File: config.mk
export PLATFORM = sky130hd
export DESIGN_NAME = button_event_gen
export DESIGN_NICKNAME = d
export VERILOG_FILES = /design/src/rtl/button_event_gen.sv
export SDC_FILE = /design/constraint.sdc
export NUM_CORES = 1
export LEC_CHECK = 0
export ABC_AREA = 1
export CAP_MARGIN = 10
export CORE_MARGIN = 1
export CORE_UTILIZATION = 57
export CTS_BUF_LIST = sky130_fd_sc_hd__clkbuf_2 sky130_fd_sc_hd__clkbuf_4 sky130_fd_sc_hd__clkbuf_8
export DETAILED_ROUTE_END_ITERATION = 16
export GPL_TIMING_DRIVEN = 0
export PLACE_DENSITY_LB_ADDON = 0.2
export SLEW_MARGIN = 10
export SYNTH_ARGS = -nofsm -noshare
export SYNTH_HDL_FRONTEND = slang
export SYNTH_SLANG_ARGS = --single-unit
File: constraint.sdc
create_clock -name clk -period 1.42 [get_ports clk]
set_input_delay 0.284 -clock clk [delete_from_list [all_inputs] [get_ports clk]]
set_output_delay 0.284 -clock clk [all_outputs]
set_load 0.005 [all_outputs]
File: src/rtl/button_event_gen.sv
// ---------------------------------------------------------------------------
// button_event_gen
//
// Purpose:
//   Converts the clean, debounced level of one button into single-cycle UI
//   events for the calendar control FSM:
//     - short press : released before the long-press threshold
//     - long press  : threshold reached while still held
//     - auto-repeat : periodic pulse while held after a long press (optional)
//   All outputs are registered.
//
// Configuration macro:
//   AUTO_REPEAT_EN - when defined, repeat_pulse fires every REPEAT_CYCLES
//                    after long_press while the button stays held. When
//                    undefined, repeat_pulse is constant 0 and REPEAT_CYCLES
//                    has no effect.
//
// Parameters:
//   LONG_CYCLES    hold time in clk cycles that qualifies a long press (>=2)
//   REPEAT_CYCLES  auto-repeat period in clk cycles (>=2)
//   CNT_W          hold counter width, must hold max(LONG,REPEAT)-1
//
// Ports:
//   clk           in   system clock, rising edge
//   reset         in   asynchronous, active-high reset
//   temiz_sinyal  in   debounced button level, 1 = pressed
//   enable        in   1 = detect events, 0 = force idle
//   short_press   out  1-cycle pulse on release before the threshold
//   long_press    out  1-cycle pulse when the threshold is reached
//   repeat_pulse  out  1-cycle auto-repeat pulse (AUTO_REPEAT_EN only)
//   held          out  level, 1 while a press is being tracked
// ---------------------------------------------------------------------------
module button_event_gen #(
  parameter int LONG_CYCLES   = 50_000_000,
  parameter int REPEAT_CYCLES = 10_000_000,
  parameter int CNT_W         = 32
) (
  input  logic clk,
  input  logic reset,
  input  logic temiz_sinyal,
  input  logic enable,
  output logic short_press,
  output logic long_press,
  output logic repeat_pulse,
  output logic held
);

  typedef enum logic [1:0] {
    IDLE      = 2'd0,
    PRESSED   = 2'd1,
    LONG_HELD = 2'd2
  } state_t;

  localparam logic [CNT_W-1:0] LONG_LAST   = CNT_W'(LONG_CYCLES - 1);
  localparam logic [CNT_W-1:0] REPEAT_LAST = CNT_W'(REPEAT_CYCLES - 1);

  state_t           state;
  logic [CNT_W-1:0] counter;
  logic             lvl_q;
  logic             rise;

  // Only a fresh 0->1 transition starts a press; a level that is already
  // high (after enable returns, for example) never does.
  assign rise = temiz_sinyal & ~lvl_q;

  // Previous-level register keeps tracking even while enable is low, so a
  // button held across re-enable is not mistaken for a new press.
  always_ff @(posedge clk or posedge reset) begin
    if (reset) begin
      lvl_q <= 1'b0;
    end else begin
      lvl_q <= temiz_sinyal;
    end
  end

  // Press-tracking FSM. Pulses default to 0 each cycle so every event is a
  // single-cycle pulse; held mirrors whether the next state is not IDLE.
  // Release is tested before the threshold, so a release landing on the
  // threshold edge wins.
  always_ff @(posedge clk or posedge reset) begin
    if (reset) begin
      state        <= IDLE;
      counter      <= '0;
      short_press  <= 1'b0;
      long_press   <= 1'b0;
      repeat_pulse <= 1'b0;
      held         <= 1'b0;
    end else begin
      short_press  <= 1'b0;
      long_press   <= 1'b0;
      repeat_pulse <= 1'b0;
      if (!enable) begin
        state   <= IDLE;
        counter <= '0;
        held    <= 1'b0;
      end else begin
        case (state)
          IDLE: begin
            counter <= '0;
            if (rise) begin
              state <= PRESSED;
              held  <= 1'b1;
            end else begin
              held  <= 1'b0;
            end
          end
          PRESSED: begin
            if (!temiz_sinyal) begin
              state       <= IDLE;
              counter     <= '0;
              short_press <= 1'b1;
              held        <= 1'b0;
            end else if (counter == LONG_LAST) begin
              state      <= LONG_HELD;
              counter    <= '0;
              long_press <= 1'b1;
              held       <= 1'b1;
            end else begin
              counter <= counter + 1'b1;
              held    <= 1'b1;
            end
          end
          LONG_HELD: begin
            if (!temiz_sinyal) begin
              state   <= IDLE;
              counter <= '0;
              held    <= 1'b0;
            end else begin
              held <= 1'b1;
`ifdef AUTO_REPEAT_EN
              // Counter wraps at the repeat period, so it never runs past
              // its terminal value.
              if (counter == REPEAT_LAST) begin
                counter      <= '0;
                repeat_pulse <= 1'b1;
              end else begin
                counter <= counter + 1'b1;
              end
`else
              // Without auto-repeat the counter parks at zero while held.
              counter <= (REPEAT_LAST == '0) ? '0 : '0;
`endif
            end
          end
          default: begin
            state   <= IDLE;
            counter <= '0;
            held    <= 1'b0;
          end
        endcase
      end
    end
  end

endmodule

# --- After elaboration in Yosys (flattened, before gate mapping) ---
# Index checks and enable logic that the tools add are counted.
op_classes:
  mux: 21
  n_addsub: 1
  n_bitwise: 2
  reduce_logical: 3
  eq_ne: 6
op_table:
  columns: ["op", "n"]
  rows:
  - ["32-bit 2-to-1 mux", 4]
  - ["32-bit by 1-bit adder with 32-bit output (second input constant)", 1]
  - ["32-bit by 26-bit == test with 1-bit output (second input constant)", 1]
  - ["1-bit 2-to-1 mux", 10]
  - ["2-bit 2-to-1 mux", 5]
  - ["3-bit != test (second input constant)", 2]
  - ["2-bit case mux with 3 select lines", 1]
  - ["4-bit != test (second input constant)", 1]
  - ["3-bit AND reduction", 1]
  - ["2-bit by 1-bit == test with 1-bit output (second input constant)", 1]
  - ["2-bit == test (second input constant)", 1]
  - ["2-bit logical NOT", 1]
  - ["1-bit case mux with 2 select lines", 1]
  - ["2-bit OR reduction", 1]
  - ["1-bit bitwise AND", 1]
  - ["1-bit inverter", 1]
word_totals:
  reg_bits: 38
  output_inout_bits: 4
  wordCells: 39
  inputBits: 4

# --- Depth between registers and ports, before layout ---
# Gate-level depths: netlist of run 1.
depth:
  depth_word: 5
  mapped_depth: 10
  mapped_depth_nobuf: 9

# --- Least setup slack after synthesis of run 1 ---
# No wires, ideal clock.
synth_path:
  path_kind: "register -> register"
  startpoint: "register counter[0]"
  endpoint: "register counter[30]"
  path_slack_ns: -0.099
  arrival_time_ns: 1.404
  required_ns: 1.304
  stages_incl_launch_ff: 9
  setup_time_ns: 0.116
  period_less_slack_ns: 1.519
  path_cell_list: "dfrtp_1 > ha_1 > nand3_2 > nor2_2 > nand3_1 > o21bai_2 > buf_4 > buf_6 > nor2_1"
synth_via:
  elab_chain_len: 5
  elab_cells_between_ends: 6
synth_lines:
  columns: ["item", "line", "source"]
  rows:
  - ["from (decl)", "58", "logic [CNT_W-1:0] counter;"]
  - ["from (signal assigned)", "119", "counter <= counter + 1'b1;"]
  - ["from (signal assigned)", "141", "counter <= (REPEAT_LAST == '0) ? '0 : '0;"]
  - ["32-bit by 1-bit adder with 32-bit output or 32-bit by 26-bit == test with 1-bit output (tied branches)", "119, 113", null]
  - ["32-bit 2-to-1 mux *", "113", "end else if (counter == LONG_LAST) begin"]
  - ["32-bit 2-to-1 mux *", "108", "if (!temiz_sinyal) begin"]
  - ["32-bit 2-to-1 mux *", null, null]
  - ["32-bit 2-to-1 mux *", "92", "if (!enable) begin"]
# Mark *: on every way between the ends. The rest lies on a longest branch, timed or not.
# A chain may end at the register's enable or synchronous reset.

# --- Worst setup path in the final report of run 1 ---
layout_path:
  startpoint: "register counter[10]"
  endpoint: "register counter[30]"
# Same word-level chain as after synthesis.

==> impl_metrics.env, run 1 <==
export IMPL_dp_hpwl_microns=3881
export IMPL_hold_violations=0
export IMPL_fin_worst_skew_ns=0.006632
export IMPL_fmax_ghz=0.6231
export IMPL_clkLatencyLatePin_ns=0.29
export IMPL_grt_ovfl_total=0
export IMPL_finalSetupViolations=33
export IMPL_worstHoldPathType="in2reg"
export IMPL_met2WireLength_microns=2804
export IMPL_clk_pin_slew_ns=0.07
export IMPL_synth_warning_count=0
export IMPL_cts_tree="built"
export IMPL_grt_first_pass_wirelength_microns=9798
export IMPL_nFillCells=278
export IMPL_wl_met3_microns=433
export IMPL_wl_per_cell_microns=14.78
export IMPL_root_buffer="clkbuf_8"
export IMPL_reg2reg_to="counter[30]$_DFF_PP0_"
export IMPL_synth_edf_count=0
export IMPL_synth_seq_cells=38
export IMPL_nNetsFinal=368
export IMPL_rr_worst_depth=8
export IMPL_antenna_cells=0
export IMPL_required_ns=1.61
export IMPL_crit_fanout=6
export IMPL_synth_top_area_share_pct=40.64
export IMPL_grt_pass1_vias=2087
export IMPL_cts_buffer_depth=2
export IMPL_cts_made_buffers=5
export IMPL_endpoint_kind="register"
export IMPL_row_count=22
export IMPL_gp_congestion=0.9447
export IMPL_reg2reg_from="counter[10]$_DFF_PP0_"
export IMPL_critical_path_arrival_ns=1.79
export IMPL_die_w_microns=66.07
export IMPL_top_layer="met4"
export IMPL_port_buffers=6
export IMPL_place_area_sq_um=2501
export IMPL_final_area_sq_um=2897
export IMPL_synth_nets=340
export IMPL_hold_depth=3
export IMPL_fin_setup_tns_ns=-4.927
export IMPL_max_slew_margin_rel_pct=47.52
export IMPL_drcViolationCount=0
export IMPL_ir_worst_vdd_mv=0.7632
export IMPL_reg2reg_slack_ns=-0.18
export IMPL_die_h_microns=66.07
export IMPL_io_pins=8
export IMPL_avgSynthCellArea_sq_um=7.090
export IMPL_slew_violations=0
export IMPL_synth_top_area_cell="dfrtp_1"
export IMPL_hold_end="short_press$_DFF_PP0_"
export IMPL_final_util_pct=76.25
export IMPL_synth_area_sq_um=2340
export IMPL_ant_nets=0
export IMPL_syn_inst=330
export IMPL_grt_total_usage_pct=30.46
export IMPL_vias_per_cell=5.643
export IMPL_ys_top_cells_by_area="dfrtp_1, nand2_1, nor2_1, inv_1, nand3_1"
export IMPL_worst_pin_slew_ns=0.7861
export IMPL_min_delay_start="enable"
export IMPL_cellPowerDensity_nw_per_um2=876.4
export IMPL_dieArea_sq_um=4365
export IMPL_initial_core_util_pct=61.59
export IMPL_areaGrowthSynthToFinish_pct=23.80
export IMPL_p_leak_nw=1.246
export IMPL_synth_main_ff_cell="dfrtp_1"
export IMPL_period_share_pct=113.0
export IMPL_period_needed_ns=1.605
export IMPL_ys_seq_area_share_pct=40.64
export IMPL_rsz0062_at_grt="true"
export IMPL_start_kind="register"
export IMPL_outcome="complete, but fails checks"
export IMPL_async_flop_share_pct=100.0
export IMPL_dr_total_vias=2291
export IMPL_dr_pass1_iters=5
export IMPL_cts_sinks=38
export IMPL_violations="negative setup slack"
export IMPL_finalWorstSetupSlack_ns=-0.1849
export IMPL_routed_wl_microns=6001
export IMPL_critPathKind="reg2reg"
export IMPL_wl_met1_microns=2605
export IMPL_yosysUniqueCellTypes=31
export IMPL_drv_cap=0
export IMPL_drt_first_iter_violations=195
export IMPL_grt_start_max_net_pins=39
export IMPL_antenna_found_initial=0
export IMPL_core_area_sq_um=3799
export IMPL_cts_htree_levels=2
export IMPL_drive_gt1_share_pct=20.95
## stage by stage
step           instances  total power [W]  hold slack, ns  setup WS [ns]
4_1_cts              405         0.002544          0.3223        -0.1292
6_report             406         0.002539          0.3128        -0.1849
2_1_floorplan        330         0.001391          0.3154      0.0008062
3_5_place_dp         384         0.001502          0.5170        -0.5612
3_3_place_gp         384         0.001479          0.5098        -0.5293
5_1_grt              406         0.002644          0.3080        -0.2458
## worst max-delay path, cell delays in order, from the launching register on
cell,delay (ns)
dfrtp_1,0.45
nor2_1,0.22
nand2_1,0.11
nor2_1,0.10
nand2_1,0.10
o21bai_4,0.18
buf_6,0.17
buf_6,0.14
nor2_1,0.05
## cells by family after synthesis
| family | count (synthesis) | share of synthesized area, % |
|---|---|---|
| buffers and inverters | 50 | 8.716 |
| DFF | 38 | 40.64 |
| AOI/OAI and AO/OA | 5 | 1.390 |
| xor gates and xnor gates | 14 | 5.241 |
| and+or+nand+nor | 216 | 40.64 |
| adders and majority gates | 6 | 3.208 |
| other | 1 | 0.1603 |
## placed cells by master (no fill, tap or decap), drive strengths merged
master and instances:
nand3 30, conb 1, nand4 7, xnor2 3, nor3 19, a21oi 1, nor2 75, clkinv 2
ha 6, buf 19, clkdlybuf4s50 2, xor2 11, nor2b 1, dlymetal6s2s 3, nand2b 1, dfrtp 38
and2 1, a31oi 1, nor4 2, bufinv 1, dlygate4sd2 1, nand2 76, nor3b 1, clkbuf 6
or3 1, o21ai 2, inv 44, o21bai 1, nand3b 2
## layer usage
layer | up-vias | GRT usage, %
li1 | 1085 | -
met1 | 1088 | 40.88
met2 | 100 | 47.70
met3 | 18 | 6.379
met4 | 0 | 12.23
met5 | - | 0
## worst max-delay path by stage
stage	slack, ns	to	depth (start not counted)	start
6_report	-0.18	counter[30]$_DFF_PP0_	8	counter[10]$_DFF_PP0_
5_1_grt	-0.25	counter[24]$_DFF_PP0_	8	counter[0]$_DFF_PP0_
4_1_cts	-0.13	counter[7]$_DFF_PP0_	8	counter[0]$_DFF_PP0_
3_5_place_dp	-0.56	counter[30]$_DFF_PP0_	8	temiz_sinyal
3_3_place_gp	-0.53	counter[24]$_DFF_PP0_	2	reset
2_1_floorplan	0.0008	counter[30]$_DFF_PP0_	9	state[1]$_DFFE_PP0P_
## state kept, by name (all words and copies together), names as in the netlist
signal / count
long_press: 1
short_press: 1
held: 1
lvl_q: 1
counter: 32
state: 2
## power by group
group	leakage, nW	internal, W	total, W	switching, W
Sequential	0.515	0.00112	0.00115	0.0000372
Clock	0.0573	0.000562	0.000935	0.000374
Combinational	0.674	0.000200	0.000448	0.000248
## cell usage after synthesis (2+ instances only)
cell type,count
nor2_2,5
nand3_2,3
nor3_1,19
xor2_1,11
ha_1,6
nand2_1,76
clkinv_1,2
inv_2,3
dfrtp_1,38
inv_1,41
buf_4,2
nand3_1,27
xnor2_1,3
nor2_1,69
nand4_1,7
nand3b_1,2
nor4_1,2
## what timing repair did
item                                   4_1_cts  5_1_grt
endpoints found under the hold margin        0        0
hold buffers                                 0        0
setup endpoints to repair                   33       36
resized for setup                           24       28
gates cloned                                 3        0
pin swaps                                    2        1
setup buffers                               11        1
## cell type report
| type | instances | area [sq um] | share of cell area (%) |
|---|---|---|---|
| well taps | 48 | 60.06 | 2.073 |
| inverters | 46 | 172.7 | 5.961 |
| clock buffers | 6 | 82.58 | 2.851 |
| clock inverters | 1 | 30.03 | 1.037 |
| plain buffers | 4 | 41.29 | 1.425 |
| repair buffers | 21 | 186.4 | 6.436 |
| multi-input cells | 242 | 1364 | 47.08 |
| flip-flops and latches | 38 | 959.7 | 33.13 |
Power figures use the tool's default switching activity.
==> inputs of run 2 (changes only) <==
--- a/config.mk
+++ b/config.mk
@@ -6,7 +6,7 @@
 export NUM_CORES = 1
 export LEC_CHECK = 0
 export ABC_AREA = 1
-export CAP_MARGIN = 10
+export CAP_MARGIN = 20
 export CORE_MARGIN = 1
 export CORE_UTILIZATION = 57
 export CTS_BUF_LIST = sky130_fd_sc_hd__clkbuf_2 sky130_fd_sc_hd__clkbuf_4 sky130_fd_sc_hd__clkbuf_8
==> results of run 2 <==
Same layout as run 1: the final DEF is identical, and so are final timing and power.
==> inputs of run 3 (changes only) <==
--- a/config.mk
+++ b/config.mk
@@ -8,11 +8,12 @@
 export ABC_AREA = 1
 export CAP_MARGIN = 20
 export CORE_MARGIN = 1
-export CORE_UTILIZATION = 57
+export CORE_UTILIZATION = 63
 export CTS_BUF_LIST = sky130_fd_sc_hd__clkbuf_2 sky130_fd_sc_hd__clkbuf_4 sky130_fd_sc_hd__clkbuf_8
 export DETAILED_ROUTE_END_ITERATION = 16
 export GPL_TIMING_DRIVEN = 0
 export PLACE_DENSITY_LB_ADDON = 0.2
+export SKIP_LAST_GASP = 1
 export SLEW_MARGIN = 10
 export SYNTH_ARGS = -nofsm -noshare
 export SYNTH_HDL_FRONTEND = slang
==> constraint.sdc (replaced) <==
create_clock -name clk -period 1.6 [get_ports clk]
set_input_delay 0.32 -clock clk [delete_from_list [all_inputs] [get_ports clk]]
set_output_delay 0.32 -clock clk [all_outputs]
set_load 0.005 [all_outputs]
==> impl_metrics.env, run 3 (synthesis results as in run 1) <==
export IMPL_outcome="completed"
export IMPL_antenna_found_initial=0
export IMPL_reg_top3="counter x32, state x2"
export IMPL_worstHoldPathType="in2reg"
export IMPL_antenna_cells=0
export IMPL_initial_core_util_pct=67.98
export IMPL_vias_per_cell=5.583
export IMPL_grt_total_usage_pct=30.83
export IMPL_cts_sinks=38
export IMPL_period_share_pct=99.37
export IMPL_die_w_microns=62.94
export IMPL_io_pins=8
export IMPL_routed_wl_microns=5661
export IMPL_final_cells=400
export IMPL_die_h_microns=62.94
export IMPL_crit_fanout=10
export IMPL_final_util_pct=81.28
export IMPL_slew_violations=0
export IMPL_largest_register_ffs=32
export IMPL_layout_common_cells="nand2_1, nor2_1, inv_1"
export IMPL_areaGrowthSynthToFinish_pct=19.57
export IMPL_cts_made_buffers=5
export IMPL_period_needed_ns=1.590
export IMPL_root_buffer="clkbuf_8"
export IMPL_grt_start_max_net_pins=39
export IMPL_final_common_cell="nand2_1"
export IMPL_clkLatencyLatePin_ns=0.29
export IMPL_drv_cap=0
export IMPL_endpoint_kind="register"
export IMPL_grt_ovfl_total=0
export IMPL_drive_gt1_share_pct=19.21
export IMPL_critPathKind="reg2reg"
export IMPL_required_ns=1.78
export IMPL_largest_register="counter"
export IMPL_gp_congestion=0.9585
export IMPL_hold_ws_ns=0.3770
export IMPL_cellPowerDensity_nw_per_um2=719.7
export IMPL_critical_path_arrival_ns=1.77
export IMPL_ant_nets=0
export IMPL_cts_buffer_depth=2
export IMPL_totalPowerFinal_w=0.002013
export IMPL_nNetsFinal=363
export IMPL_max_slew_margin_rel_pct=48.30
export IMPL_dr_pass1_iters=4
export IMPL_grt_first_pass_wirelength_microns=9315
export IMPL_row_count=21
export IMPL_port_buffers=6
export IMPL_dieArea_sq_um=3961
export IMPL_worst_pin_slew_ns=0.7743
export IMPL_grt_pass1_vias=2090
export IMPL_drt_first_iter_violations=199
export IMPL_drcViolationCount=0
export IMPL_fin_worst_skew_ns=0.004292
export IMPL_cts_htree_levels=2
export IMPL_cts_tree="built"
export IMPL_fmax_ghz=0.6290
export IMPL_wl_per_cell_microns=14.15
export IMPL_hold_violations=0
export IMPL_rsz0062_at_grt="true"
export IMPL_dr_total_vias=2233
export IMPL_finalSetupViolations=0
export IMPL_p_leak_nw=1.168
export IMPL_dp_cells=382
export IMPL_start_kind="register"
export IMPL_dp_hpwl_microns=3922
export IMPL_clk_pin_slew_ns=0.07
export IMPL_core_area_sq_um=3442
export IMPL_fin_setup_tns_ns=0
export IMPL_ir_worst_vdd_mv=0.8394
run 3: power by group:
part / total, W / internal, W / switching [W] / leakage (nW)
clock: 0.000690 / 0.000364 / 0.000326 / 0.0517
sequential: 0.00101 / 0.000990 / 0.0000252 / 0.513
combinational: 0.000308 / 0.000130 / 0.000178 / 0.604
total: 0.00201 / 0.00148 / 0.000529 / 1.17
run 3: layout make-up:
| type | count | area (sq um) |
|---|---|---|
| Inverter | 46 | 172.7 |
| Buffer | 4 | 41.29 |
| Sequential cell | 38 | 960.9 |
| Timing Repair Buffer | 16 | 130.1 |
| Fill cell | 241 | 644.4 |
| Tap cell | 46 | 57.56 |
| Multi-Input combinational cell | 242 | 1340 |
| Clock inverter | 1 | 5.005 |
| Clock buffer | 7 | 90.09 |
run 3: critical path, stage by stage (launching register included):
cell	delay, ns
dfrtp_1	0.40
ha_4	0.17
nand3_4	0.09
nor2_4	0.19
nand3_2	0.12
o21bai_4	0.18
buf_6	0.16
buf_8	0.13
nor2_1	0.04
run 3: repair_timing:
action / in CTS / in global routing
gates cloned: 1 / 0
pin swaps: 4 / 5
setup buffers: 5 / 4
endpoints found under the setup margin: 33 / 32
hold buffers: 0 / 0
gates resized for setup: 12 / 38
run 3: per-stage QoR:
stage,worst slack (ns),area (sq um)
floorplan,0.08070,2340
global placement,-0.3792,2457
detailed placement,-0.4246,2457
CTS,0.002540,2636
global route,-0.07443,2798
finish,0.01005,2798
run 3: path summary, 6_finish.rpt:
kind / end / slack, ns / cells after the start / start
worst min-delay path: lvl_q$_DFF_PP0_ / 0.38 / 1 / temiz_sinyal
worst min register to register: state[0]$_DFFE_PP0P_ / 0.56 / 2 / state[0]$_DFFE_PP0P_
min in group asynchronous: counter[10]$_DFF_PP0_ / 0.49 / 2 / reset
max in group asynchronous: counter[21]$_DFF_PP0_ / 0.57 / 2 / reset
worst max-delay path: counter[5]$_DFF_PP0_ / 0.01 / 8 / counter[0]$_DFF_PP0_
worst max register to register: counter[5]$_DFF_PP0_ / 0.01 / 8 / counter[0]$_DFF_PP0_
run 3: metal layers:
metal  wire length [microns]  GRT usage (%)  vias up
met5                       0              0        -
met4                     181          12.50        0
met3                     375          5.109       18
met2                    2700          49.33       96
met1                    2403          41.41     1039
li1                        -              -     1080
